`src/rtl/vga_interface.sv`:
```
// VGA 640x480 @ 60 Hz timing generator: pixel/line counters, active-low syncs and a
// blanked color output stage, all advancing only on pixel-enabled clock edges.
module vga_interface #(
   parameter int H_VISIBLE = 640,
   parameter int H_FP      = 16,
   parameter int H_SYNC    = 96,
   parameter int H_BP      = 48,
   parameter int V_VISIBLE = 480,
   parameter int V_FP      = 10,
   parameter int V_SYNC    = 2,
   parameter int V_BP      = 33
) (
   input  logic        CLK,
   input  logic        RST,
   input  logic        DOWNCOUNTER,
   input  logic [11:0] COLOR_IN,
   output logic [9:0]  ADDRH,
   output logic [8:0]  ADDRV,
   output logic [11:0] COLOR_OUT,
   output logic        HS,
   output logic        VS,
   output logic        REFRESH
);
   localparam logic [9:0] H_LAST   = 10'(H_VISIBLE + H_FP + H_SYNC + H_BP - 1);
   localparam logic [9:0] H_VIS    = 10'(H_VISIBLE);
   localparam logic [9:0] HS_START = 10'(H_VISIBLE + H_FP);
   localparam logic [9:0] HS_END   = 10'(H_VISIBLE + H_FP + H_SYNC - 1);
   localparam logic [9:0] V_LAST   = 10'(V_VISIBLE + V_FP + V_SYNC + V_BP - 1);
   localparam logic [9:0] V_VIS    = 10'(V_VISIBLE);
   localparam logic [9:0] VS_START = 10'(V_VISIBLE + V_FP);
   localparam logic [9:0] VS_END   = 10'(V_VISIBLE + V_FP + V_SYNC - 1);

   logic [9:0]  hcnt_r;
   logic [9:0]  vcnt_r;
   logic [11:0] color_r;
   logic        hs_r;
   logic        vs_r;
   logic        refresh_r;
   logic        visible_s;
   logic        hs_next_s;
   logic        vs_next_s;
   logic        line_end_s;
   logic        frame_end_s;

   // Position decode of the pixel currently addressed by the counters
   always_comb begin
      visible_s   = (hcnt_r < H_VIS) && (vcnt_r < V_VIS);
      hs_next_s   = ~((hcnt_r >= HS_START) && (hcnt_r <= HS_END));
      vs_next_s   = ~((vcnt_r >= VS_START) && (vcnt_r <= VS_END));
      line_end_s  = (hcnt_r == H_LAST);
      frame_end_s = line_end_s && (vcnt_r == V_LAST);
   end

   // Horizontal and vertical position counters
   always_ff @(posedge CLK) begin
      if (RST) begin
         hcnt_r <= 10'd0;
         vcnt_r <= 10'd0;
      end else if (DOWNCOUNTER) begin
         if (line_end_s) begin
            hcnt_r <= 10'd0;
            vcnt_r <= frame_end_s ? 10'd0 : vcnt_r + 10'd1;
         end else begin
            hcnt_r <= hcnt_r + 10'd1;
         end
      end else begin
         hcnt_r <= hcnt_r;
         vcnt_r <= vcnt_r;
      end
   end

   // Output stage: color, syncs and frame pulse for the pixel just addressed
   always_ff @(posedge CLK) begin
      if (RST) begin
         color_r   <= 12'h000;
         hs_r      <= 1'b1;
         vs_r      <= 1'b1;
         refresh_r <= 1'b0;
      end else if (DOWNCOUNTER) begin
         color_r   <= visible_s ? COLOR_IN : 12'h000;
         hs_r      <= hs_next_s;
         vs_r      <= vs_next_s;
         refresh_r <= frame_end_s;
      end else begin
         color_r   <= color_r;
         hs_r      <= hs_r;
         vs_r      <= vs_r;
         refresh_r <= 1'b0;
      end
   end

   assign ADDRH     = hcnt_r;
   assign ADDRV     = vcnt_r[8:0];
   assign COLOR_OUT = color_r;
   assign HS        = hs_r;
   assign VS        = vs_r;
   assign REFRESH   = refresh_r;
endmodule

```
`config.mk`:
```
export PLATFORM = sky130hd
export DESIGN_NAME = vga_interface
export DESIGN_NICKNAME = d
export VERILOG_FILES = /design/src/rtl/vga_interface.sv
export SDC_FILE = /design/constraint.sdc
export NUM_CORES = 1
export LEC_CHECK = 0
export CORE_ASPECT_RATIO = 0.7
export CORE_UTILIZATION = 42
export DETAILED_ROUTE_END_ITERATION = 7
export HOLD_SLACK_MARGIN = 0.1
export PLACE_DENSITY = 0.8
export SLEW_MARGIN = 40
export SYNTH_ARGS = -nofsm -noshare
export SYNTH_HDL_FRONTEND = slang
export SYNTH_SLANG_ARGS = --single-unit
```
`constraint.sdc`:
```
create_clock -name CLK -period 1.65 [get_ports CLK]
set_input_delay 0.495 -clock CLK [delete_from_list [all_inputs] [get_ports CLK]]
set_output_delay 0.495 -clock CLK [all_outputs]
set_load 0.01 [all_outputs]
```
# [Yosys cells after proc, flatten, opt, wreduce, memory -nomap -nowiden]
# Cells that the tools add are included.
[word_totals] register_bits=35 input_bits=15 output_inout_bits=34
[classes] n_addsub=2 order_cmp=6 n_eq_ne=2 muxes=3 bitwise_logic=3 n_reduce_logical=6
[ops] operator="10-bit by 1-bit adder with 10-bit output, second input constant" n=2
[ops] operator="10-bit equality test, second input constant" n=2
[ops] operator="10-bit two-way mux" n=2
[ops] operator="12-bit two-way mux" n=1
[ops] operator="10-bit >= comparator, second input constant" n=1
[ops] operator="10-bit by 9-bit >= comparator with 1-bit output, second input constant" n=1
[ops] operator="10-bit less-or-equal comparator, second input constant" n=1
[ops] operator="10-bit by 9-bit less-or-equal comparator with 1-bit output, second input constant" n=1
[ops] operator="10-bit < comparator, second input constant" n=1
[ops] operator="10-bit by 9-bit < comparator with 1-bit output, second input constant" n=1
[ops] operator="1-bit logical AND" n=4
[ops] operator="1-bit NOT" n=3
[ops] operator="2-bit AND reduction" n=1
[ops] operator="2-bit OR reduction" n=1

# [Depth between registers and ports, before layout]
[depth] word_depth=3 ltp_mapped=6 ltp_nobuf=6

# [Worst setup path before layout]
# No wires, ideal clock.
[synth_path] path_type="reg2reg" from="register hcnt_r[5] (netlist: ADDRH[5])" to="register vcnt_r[9]" setup_time_ns=0.130 arrival_time_ns=1.548 t_required_ns=1.520 path_slack_ns=-0.027 stages_incl_launch_ff=7 path_buffers=2 path_cell_list="dfxtp_1 > buf_6 > nor4b_4 > nand4_2 > buf_2 > o41ai_1 > a21oi_1"
[synth_between] elab_chain_len=3 word_cells_on_any_way=4 cone_classes="eq/ne (1); mux (1); reduce/logical (2)"
[synth_lines] item="start: declaration" line_no="33" rtl="logic [9:0] hcnt_r;"
[synth_lines] item="start signal: assignment" line_no="64" rtl="hcnt_r <= hcnt_r + 10'd1;"
[synth_lines] item="start signal: assignment" line_no="67" rtl="hcnt_r <= hcnt_r;"
[synth_lines] item="10-bit equality test (*)" line_no="50" rtl="line_end_s = (hcnt_r == H_LAST);"
[synth_lines] item="1-bit logical AND" line_no="51" rtl="frame_end_s = line_end_s && (vcnt_r == V_LAST);"
[synth_lines] item="10-bit two-way mux" line_no="62" rtl="vcnt_r <= frame_end_s ? 10'd0 : vcnt_r + 10'd1;"
[synth_lines] item="end signal: assignment" line_no="62"
[synth_lines] item="end signal: assignment" line_no="68" rtl="vcnt_r <= vcnt_r;"
[synth_lines] item="end: declaration" line_no="34" rtl="logic [9:0] vcnt_r;"
# Every way passes the cells marked *; elsewhere a longest branch is shown, timed or not.
# A chain may end at the register's enable or synchronous reset.

# [Worst setup path in the final report]
[layout_path] from="register hcnt_r[7] (netlist: ADDRH[7])" to="register vcnt_r[0]"
# The elaborated chain is that of the path after synthesis.

==> flow_metrics.py <==
metrics = {
    "setup_path": {
        "start_kind": "register",
        "crit_path_end": "vcnt_r[0]",
        "startpoint": "ADDRH[7]",
        "critPathMaxFanout": 8,
        "reg2reg_to": "vcnt_r[0]",
        "ff2ff_setup_slack_ns": -0.009,
        "path_class": "register to register",
        "cp_data_arrival_time_ns": 1.88,
        "reg2reg_from": "ADDRH[7]",
        "critPathRequiredTime_ns": 1.87,
        "r2r_cells": 5,
        "endpoint_kind": "register",
    },
    "sta": {
        "fin_skew_ns": 0.006035,
        "fin_ws_ns": -0.009114,
        "relSlewSlack": 0.7193,
        "hold_viol_final": 0,
        "post-route-period-util": 1.006,
        "slew_violations": 0,
        "max_clock_freq_mhz": 602.7,
        "final-setup-viol-count": 1,
        "post-route-min-period_ns": 1.659,
        "rsz0062_at_grt": "true",
        "timing.hold.ws_ns": 0.5078,
        "tightest_slew_ns": 0.4199,
    },
    "synth": {
        "synth_cell_type_count": 40,
        "syn_nets": 210,
        "yosysWarnings": 0,
        "synth_compound_area_frac": 0.1267,
        "synth_fa_ha_area_frac": 0.03017,
        "synth-edff-count": 0,
        "synth-xor-area-share": 0.04751,
        "synthCells": 191,
        "async_reset_ff_frac": 0,
        "ys_ff_latch": 35,
        "avgSynthCellArea_um2": 8.686,
        "ys_seq_area_frac": 0.4223,
        "synth_area_um2": 1659,
        "synthMuxAreaShare": 0.006033,
        "synth-simple-area-share": 0.2873,
        "synthFlopType": "dfxtp_1",
        "synth_top_family_by_area": "simple AND/OR/NAND/NOR gates",
    },
    "grt": {
        "grt_first_pass_wirelength_mm": 6.637,
        "grt_use_met1": 0.2690,
        "antenna_found_initial": 0,
        "top_usage_layer": "met2",
        "grt_use_met3": 0.06500,
        "grt_overflow": 0,
        "grt_pass1_vias": 1401,
        "use_met2": 0.3333,
        "track_usage": 0.2108,
        "grt_max_degree": 24,
    },
    "outcome": {
        "status": "finished with violations",
        "violations": "setup timing",
    },
    "floorplanning": {
        "die_w_um": 77.12,
        "start_util": 0.4547,
        "rows": 18,
        "pin_count": 49,
        "die-area_um2": 4210,
        "die_y_um": 54.59,
        "core_um2": 3649,
    },
    "clock_tree": {
        "cts_htree_levels": 2,
        "cts.sinks": 35,
        "cts_made_buffers": 5,
        "root_buffer": "clkbuf_8",
        "holdBufCountCts": 0,
        "clk_latency_ns": 0.29,
        "clk_pin_slew_ns": 0.07,
        "cts_tree": "built",
        "clockBufferDepth": 2,
    },
    "layout": {
        "final_common_cell": "dlygate4sd2_1",
        "area_growth_pct": 47.96,
        "num_antenna_cells": 0,
        "final_cell_mix": "dlygate4sd2_1, nor2_1, dfxtp_1",
        "layout-drive-gt1-share": 0.2244,
        "finalNetCount": 272,
    },
    "placed_design": {
        "port_buffers": 48,
        "place_ws_ns": -0.5691,
        "gp_congestion": 0.8559,
        "hpwl_mm": 2.927,
    },
    "power": {
        "ir_drop_v": 0.0004606,
        "power_density_nw_per_um2": 705.4,
        "leakage_nw": 1.135,
    },
    "routing": {
        "vias": 1592,
        "routedWlPerCell_um": 13.98,
        "wl_mm": 4.250,
        "via_per_inst": 5.237,
        "first_pass_iters": 4,
        "final_antenna_net_count": 0,
        "detail_route.iter0.violations": 153,
        "drc": 0,
    },
    "flow_run": {
        "drv_cap": 0,
    },
    "min_path": {
        "hold_class": "register to register",
    },
}
## critical path, cell delays in order, from the launching register on
cell and delay [ns]:
dfxtp_4 0.36, nor4b_4 0.35, nand4_4 0.21, buf_6 0.19, or3_4 0.32, a21oi_2 0.15
## power by group
group	switching (W)	internal, W
Combinational	0.0000798	0.0000973
Sequential	0.00000917	0.000862
Clock	0.000302	0.000381
## routing by layer
layer	wire, µm	up-vias
li1	-	787
met1	2069	754
met2	1873	46
met3	255	5
met4	52	0
met5	0	-
## area by class of cell
cell class                 instances  area [µm²]
clock buffer                       8       100.1
fill                             333        1194
inverter                           6       22.52
multi-input combinational        132       874.6
sequential                        35       720.7
tap                               50       62.56
timing repair buffer              73       674.4
## state kept, by name (all words and copies together) (netlist names)
register / flops
vcnt_r: 10
ADDRH: 10
HS: 1
REFRESH: 1
COLOR_OUT: 12
VS: 1
## cell families (layout without fill, tap and decap cells)
group | after synthesis | count (layout)
and+or+nand+nor | 83 | 83
AOI/OAI and AO/OA | 35 | 35
DFF | 35 | 35
buffers and inverters | 24 | 87
xor gates and xnor gates | 9 | 9
adders and majority gates | 4 | 4
muxes | 1 | 1
## synthesized netlist by cell type (5+ instances only)
| cell | instances | area, µm² |
|---|---|---|
| clkbuf_1 | 6 | 22.52 |
| a21oi_1 | 21 | 105.1 |
| xor2_1 | 5 | 43.79 |
| inv_1 | 6 | 22.52 |
| buf_4 | 9 | 67.56 |
| dfxtp_1 | 35 | 700.7 |
| nor2_1 | 25 | 93.84 |
| nor3_1 | 5 | 25.02 |
| nand4_1 | 7 | 43.79 |
| nor2b_1 | 12 | 75.07 |
| nand2_1 | 7 | 26.28 |
## worst min-delay path by stage
stage / slack (ns) / end / cells past startpoint / from
2_1_floorplan: 0.46 / vcnt_r[9] / 2 / vcnt_r[9]
4_1_cts: 0.50 / vcnt_r[9] / 2 / vcnt_r[9]
3_3_place_gp: 0.49 / vcnt_r[8] / 2 / vcnt_r[8]
6_report: 0.51 / vcnt_r[9] / 2 / vcnt_r[9]
5_1_grt: 0.53 / vcnt_r[9] / 2 / vcnt_r[9]
3_5_place_dp: 0.49 / vcnt_r[9] / 2 / vcnt_r[9]
## stage by stage
step                area, µm²      TNS, ns  power [W]  utilization  cells
finish                   2455    -0.009114   0.001732       0.6728    304
floorplan                1673     -0.03392  0.0009689            -    191
global route             2455      -0.4962   0.001810       0.6728    304
global placement         2285       -10.41   0.001078       0.6262    294
detailed placement       2285       -11.65   0.001080       0.6262    294
CTS                      2400  -0.00003220   0.001748       0.6578    304
## repair_timing
item / CTS / global route
gates resized for setup: 45 / 16
endpoints found under the setup margin: 44 / 21
pin swaps: 1 / 15
buffers inserted: 2 / 0
Note: power is estimated with default switching activity, not from simulation.
